==> src/rtl/dccm_arbiter.sv <==
// dccm_arbiter
//   Shares the DCCM read port and write port between the EXU LSU (port 0)
//   and a DMA/debug master (port 1). The LSU has fixed priority; a starvation
//   counter hands priority to the DMA for exactly one grant once it has been
//   denied STARVE_LIMIT consecutive cycles. A read and a write to different
//   words can both issue in the same cycle, one on each DCCM port.
//
//   Ports
//     clk, rst_n                 core clock, async active-low reset
//     lsu_req/we/addr/wdata      LSU request (held until lsu_gnt)
//     lsu_gnt                    LSU request accepted this cycle (combinational)
//     lsu_rvalid/rdata           LSU read return
//     dma_*                      same set for the DMA/debug port
//     dccm_raddr/rvalid_in       DCCM read address and strobe
//     dccm_rdata/rvalid_out      DCCM read data and valid (READ_LAT after strobe)
//     dccm_waddr/wen/wdata       DCCM write address, strobe, data
//     arb_conflicts              cycles with at least one denied request
//                                (present only with DCCM_ARB_PERF_EN defined)
//
//   Optional feature macro: DCCM_ARB_PERF_EN

module dccm_arbiter #(
    parameter int XLEN         = 32,
    parameter int READ_LAT     = 1,
    parameter int STARVE_LIMIT = 8
) (
    input  logic            clk,
    input  logic            rst_n,
    input  logic            lsu_req,
    input  logic            lsu_we,
    input  logic [XLEN-1:0] lsu_addr,
    input  logic [XLEN-1:0] lsu_wdata,
    output logic            lsu_gnt,
    output logic            lsu_rvalid,
    output logic [XLEN-1:0] lsu_rdata,
    input  logic            dma_req,
    input  logic            dma_we,
    input  logic [XLEN-1:0] dma_addr,
    input  logic [XLEN-1:0] dma_wdata,
    output logic            dma_gnt,
    output logic            dma_rvalid,
    output logic [XLEN-1:0] dma_rdata,
    output logic [XLEN-1:0] dccm_raddr,
    output logic            dccm_rvalid_in,
    input  logic [XLEN-1:0] dccm_rdata,
    input  logic            dccm_rvalid_out,
    output logic [XLEN-1:0] dccm_waddr,
    output logic            dccm_wen,
    output logic [XLEN-1:0] dccm_wdata
`ifdef DCCM_ARB_PERF_EN
    ,
    output logic [31:0]     arb_conflicts
`endif
);

    localparam int SW = $clog2(STARVE_LIMIT + 1);
    localparam logic [SW-1:0] LIMIT = SW'(STARVE_LIMIT);

    logic [SW-1:0]       starve_cnt;
    logic                dma_prio;
    logic                dual_ok;
    logic                rd_lsu, rd_dma, wr_lsu, wr_dma;
    logic [READ_LAT-1:0] pipe_vld;
    logic [READ_LAT-1:0] pipe_own;
    logic                ret_hit;

    assign dma_prio = (starve_cnt == LIMIT);

    // A read and a write only conflict when they target the same word.
    assign dual_ok = (lsu_we != dma_we) && (lsu_addr[XLEN-1:2] != dma_addr[XLEN-1:2]);

    // Grants are forced low during reset so every output reads 0 while rst_n=0.
    assign lsu_gnt = rst_n && lsu_req && (!dma_req || dual_ok || !dma_prio);
    assign dma_gnt = rst_n && dma_req && (!lsu_req || dual_ok ||  dma_prio);

    assign rd_lsu = lsu_gnt && !lsu_we;
    assign rd_dma = dma_gnt && !dma_we;
    assign wr_lsu = lsu_gnt &&  lsu_we;
    assign wr_dma = dma_gnt &&  dma_we;

    always_comb begin
        dccm_rvalid_in = rd_lsu || rd_dma;
        dccm_raddr     = '0;
        if (rd_lsu)      dccm_raddr = lsu_addr;
        else if (rd_dma) dccm_raddr = dma_addr;

        dccm_wen   = wr_lsu || wr_dma;
        dccm_waddr = '0;
        dccm_wdata = '0;
        if (wr_lsu) begin
            dccm_waddr = lsu_addr;
            dccm_wdata = lsu_wdata;
        end else if (wr_dma) begin
            dccm_waddr = dma_addr;
            dccm_wdata = dma_wdata;
        end
    end

    // Counter clears whenever the DMA is idle or served; saturates at the limit
    // so the DMA keeps priority until it actually receives its grant.
    always_ff @(posedge clk or negedge rst_n) begin
        if (!rst_n) begin
            starve_cnt <= '0;
        end else if (!dma_req || dma_gnt) begin
            starve_cnt <= '0;
        end else if (starve_cnt != LIMIT) begin
            starve_cnt <= starve_cnt + SW'(1);
        end
    end

    // Fixed-latency owner pipe: entry issued in cycle t is at the head in
    // cycle t+READ_LAT, exactly when the DCCM returns its data.
    always_ff @(posedge clk or negedge rst_n) begin
        if (!rst_n) begin
            pipe_vld <= '0;
            pipe_own <= '0;
        end else begin
            pipe_vld[0] <= dccm_rvalid_in;
            pipe_own[0] <= rd_dma;
            for (int i = 1; i < READ_LAT; i++) begin
                pipe_vld[i] <= pipe_vld[i-1];
                pipe_own[i] <= pipe_own[i-1];
            end
        end
    end

    assign ret_hit    = dccm_rvalid_out && pipe_vld[READ_LAT-1];
    assign lsu_rvalid = ret_hit && !pipe_own[READ_LAT-1];
    assign dma_rvalid = ret_hit &&  pipe_own[READ_LAT-1];
    assign lsu_rdata  = lsu_rvalid ? dccm_rdata : '0;
    assign dma_rdata  = dma_rvalid ? dccm_rdata : '0;

`ifdef DCCM_ARB_PERF_EN
    // One count per cycle in which any request is left waiting.
    always_ff @(posedge clk or negedge rst_n) begin
        if (!rst_n) begin
            arb_conflicts <= '0;
        end else if ((lsu_req && !lsu_gnt) || (dma_req && !dma_gnt)) begin
            arb_conflicts <= arb_conflicts + 32'd1;
        end
    end
`endif

endmodule

==> config.mk <==
export PLATFORM = sky130hd
export DESIGN_NAME = dccm_arbiter
export DESIGN_NICKNAME = d
export VERILOG_FILES = /design/src/rtl/dccm_arbiter.sv
export SDC_FILE = /design/constraint.sdc
export NUM_CORES = 1
export LEC_CHECK = 0
export CORE_AREA = 2 2 129 131
export CTS_CLUSTER_DIAMETER = 40
export DETAILED_ROUTE_END_ITERATION = 7
export DIE_AREA = 0 0 131 133
export GPL_TIMING_DRIVEN = 0
export SYNTH_ARGS = -nofsm -noshare
export SYNTH_HDL_FRONTEND = slang
export SYNTH_SLANG_ARGS = --single-unit
==> constraint.sdc <==
create_clock -name clk -period 2.56 [get_ports clk]
set_clock_uncertainty 0.05 [all_clocks]
set_input_delay 0.256 -clock clk [delete_from_list [all_inputs] [get_ports clk]]
set_output_delay 0.256 -clock clk [all_outputs]
set_load 0.02 [all_outputs]
### Word-level counts from Yosys, hierarchy flattened

Cells that the tools add are included.

* flip-flop bits (word level): 6
* input port bits: 167
* logic and storage cells: 44

* mux-type cells: 10
* add/subtract/negate cells: 1
* eq/ne operators: 4
* reductions and logical operators: 26

Operators by type and width (count)
* two-way mux 32 bit: 8
* != test 30 bit: 1
* logical AND 1 bit: 12
* two-way mux 4 bit: 2
* logical OR 1 bit: 7
* logical NOT 1 bit: 6
* adder 4 x 1 -> 4 bit (second input constant): 1
* == test 4 bit (second input constant): 1
* != test 4 bit (second input constant): 1
* nonzero test 2 bit: 1
* != test 1 bit: 1

### Logic depth before layout (Yosys ltp)

* depth after elaboration: 8
* depth in mapped cells: 9
* gate-level depth less buffers: 8

### Worst setup path after synthesis

No wires, ideal clock.

* path kind: register to output
* from: register starve_cnt[0]
* to: output port dccm_waddr[0]
* arrival time: 1909 ps
* stages on the path, launching flop included: 9
* path slack: 345 ps
* data required time: 2254 ps
* cells stage by stage: dfrtp_1 inv_1 ha_1 nand2_1 o21ai_0 nand2_1 o21ai_1 clkbuf_1 a22o_1

* longest elaborated chain between the ends: 6

Ends and longest elaborated chain
* from (decl): line 59 `logic [SW-1:0] starve_cnt;`
* from (signal assigned): line 107 `starve_cnt <= starve_cnt + SW'(1);`
* == test 4 bit *: line 67 `assign dma_prio = (starve_cnt == LIMIT);`
* logical OR 1 bit / logical NOT 1 bit (equally long branches): line 74, 73
* logical AND 1 bit / logical OR 1 bit (equally long branches): line 74, 73
* logical AND 1 bit (on tied branches): line 79, 73
* two-way mux 32 bit / logical AND 1 bit (equally long branches): line 93, 78
* two-way mux 32 bit *: line 90 `if (wr_lsu) begin`
* to (decl): line 47 `output logic [XLEN-1:0] dccm_waddr,`

Mark *: on every way between the ends. The rest lies on a longest branch, timed or not.

### Worst setup path in the final report

* from: input port lsu_addr[5]
* to: output port dccm_waddr[12]

* longest elaborated chain between the ends: 8

Ends and longest elaborated chain
* from (decl): line 31 `input logic [XLEN-1:0] lsu_addr,`
* != test 30 bit *: line 70 `assign dual_ok = (lsu_we != dma_we) && (lsu_addr[XLEN-1:2] != dma_addr[XLEN-1:2]);`
* logical AND 1 bit *: line 70
* logical OR 1 bit (2 in series): line 74 `assign dma_gnt = rst_n && dma_req && (!lsu_req || dual_ok || dma_prio);`
* logical AND 1 bit: line 74
* logical AND 1 bit: line 79 `assign wr_dma = dma_gnt && dma_we;`
* two-way mux 32 bit: line 93 `end else if (wr_dma) begin`
* two-way mux 32 bit *: line 90

Marked as above.

==> run metrics <==
vias in the first global route=4050; warnings from Yosys=0; Mapped Area=2140 µm²; via count=approximately 3900; CTS tree=yes; Synth Net Count=452; Clk Latency, worst-skew pair=approximately 230 ps; most frequent cells in the layout=174 x clkdlybuf4s50_1, 100 x buf_6, 91 x a22o_1; initial antenna violation count=0; Crit path arrival time=2430 ps; Worst Path Required=roughly 2300 ps; I/O pin count=333; post-layout worst setup margin=-172 ps; initial drt markers=97; Yosys reg bits=6; core area=16200 µm²; total gr overflow=0; # setup viols final=96; row count=47; fillcell total=1658; Final min period=2730 ps; Cells after DPL=834; most common cell after layout, fill and taps aside=clkdlybuf4s50_1; DP Worst Slack=-1660 ps; clock sinks=6; fmax=366 MHz; Gate Count Post-Synth=283; Slew Viols, Final=0; Slew HR=0.668; Buf/Inv on CP=6; Vias/cell=4.45; CP max stage delay=310 ps; violated checks=negative setup slack; Lkg Pwr=2.90 nW; hpwl dp=12900 µm; largest cells by area after synthesis=a22o_1 39%, and2_1 19%, xor2_1 8.6%; CP dominant cell by count=buf_6; GRT Total Usage=0.173; Unique masters post-synth=26; share of cells above drive strength 1=0.342; Die Span X=131 µm; Worst Tran Pin Value=496 ps; Hold Vio Cnt, Final=0; WHS=24.1 ps; Top delay family on crit path=buffers and inverters; period utilization=1.07; Num CTS Buffers=3; post-synthesis sequential area ratio=0.0702; Worst Setup End Kind=output port; Root Buffer=clkbuf_16; H-tree levels=1; area occupied by multi-input gates=2080 µm²; Die ar.=17400 µm²; largest area contributor in the netlist=a22o_1; top cell type's share of synthesized area=0.393; global-route wire length before repair=23300 µm; largest net degree at the start of global routing=13; Fin Setup TNS=-9930 ps; maximum clock path buffer count=2; critical-path cell list=buf_8 > xor2_2 > nor4_2 > nand4_1 > nor4_4 > buf_6 > buf_12 > o21ai_4 > buf_6 > clkbuf_16 > a22o_1 > buf_6; final estimated routing congestion in global placement=roughly 0.86; Initial Util=0.132; Final #Nets=821; critical path type=primary input to output port; Port-buffer cells=about 330; peak supply drop=0.147 mV; Reg area=~150 µm²; max cap viols=0; post-route ant nets=0; Syn Area/Cell=7.56 µm²; Clock transition at path regs=30 ps; P&R area growth vs syn=206%; die height=133 µm; PwrDens=232 nW/µm²; crit start category=primary input; wire per inst=19.5 µm; drt drc=0; worst setup path start=lsu_addr[5]; ANT cells=0; RSZ-0062 raised after global routing=yes; First-pass DRT Iterations=4; reg2reg start=starve_cnt[0]$_DFFE_PN0P_; status=finished with violations; Worst path slowest cell=nor4_2; Worst Path Max Fanout=5; Final Non-Filler Cells=870; routed wire length=16900 µm; Worst Hold Class=primary input to asynchronous set/reset pin
-- metal layers --
layer / GRT usage / vias to the layer above / wire (µm)
met2: 0.337 / 222 / 9070
met4: 0.0296 / 0 / 265
met3: 0.0340 / 18 / 1340
li1: - / 1811 / -
met5: 0 / - / 0
met1: 0.192 / 1821 / 6260
-- final timing paths --
| check | to | slack (ps) | cells after the start |
|---|---|---|---|
| max in group asynchronous | starve_cnt[0]$_DFFE_PN0P_ | 2130 | 1 |
| max reg2reg | pipe_own$_DFF_PN0_ | 580 | 9 |
| min in group clk | starve_cnt[1]$_DFFE_PN0P_ | 370 | 2 |
| max | dccm_waddr[12] | -170 | 12 |
| min | starve_cnt[3]$_DFFE_PN0P_ | 20 | 1 |
| min reg2reg | starve_cnt[3]$_DFFE_PN0P_ | 570 | 2 |
-- area by class of cell --
cell class	instances	share of cell area
flip-flops and latches	6	0.0229
inverters	4	0.00229
clock buffers	3	0.0115
well taps	220	0.0421
multi-input cells	248	0.318
plain buffers	23	0.0451
repair buffers	366	0.558
-- synth_stat cells --
cell type,instances
a32o_1,1
xnor2_1,12
o211ai_1,2
clkbuf_1,20
a31oi_1,1
and2_1,64
and3_1,4
a22o_1,96
ha_1,2
nor4_1,5
nor4_4,1
nand3_1,2
nand4_1,3
mux2i_1,1
nor2_1,6
o21ai_1,4
xor2_1,21
dfrtp_1,6
mux2_2,1
o2111a_1,3
o21ai_0,1
buf_2,6
nand2b_1,3
inv_1,4
nand2_1,13
a21oi_1,1
-- registers in the layout, summed over array words and instances, names as in the netlist --
| name | count |
|---|---|
| pipe_vld | 1 |
| starve_cnt | 4 |
| pipe_own | 1 |
-- through the flow --
stage / util / area, µm² / total power, mW
3_3_place_gp: 0.354 / 5730 / 1.14
5_1_grt: 0.405 / 6540 / 1.60
6_report: 0.405 / 6540 / 1.52
3_5_place_dp: 0.354 / 5730 / 1.14
4_1_cts: 0.383 / 6190 / 1.45
2_1_floorplan: - / 2140 / 0.506
-- power breakdown --
group	leakage [nW]	switching (mW)	total [mW]	internal, mW
Combinational	2.78	0.530	1.16	0.631
Sequential	0.0806	0.00504	0.106	0.101
Clock	0.0370	0.0528	0.253	0.200
-- kinds of logic (layout without fill, tap and decap cells) --
family                   count (synthesis)  count (layout)  share of synthesized area
adder cells (fa/ha/maj)                  2               2                     0.0117
buffers and inverters                   30             396                     0.0562
flip-flops                               6               6                     0.0702
multiplexers                             2               2                    0.00995
AO/OA/AOI/OAI                          109             110                      0.438
AND/OR/NAND/NOR                        101             101                      0.279
XOR/XNOR                                33              33                      0.135
-- what timing repair did --
| item | CTS | global route |
|---|---|---|
| pin swaps | 33 | 38 |
| resized for setup | 697 | 150 |
| endpoints found under the setup margin | 105 | 120 |
| setup buffers | 22 | 7 |
| hold buffers | 0 | 0 |
| cloned | 9 | 4 |
No activity file was read; power rests on OpenSTA's default activity.
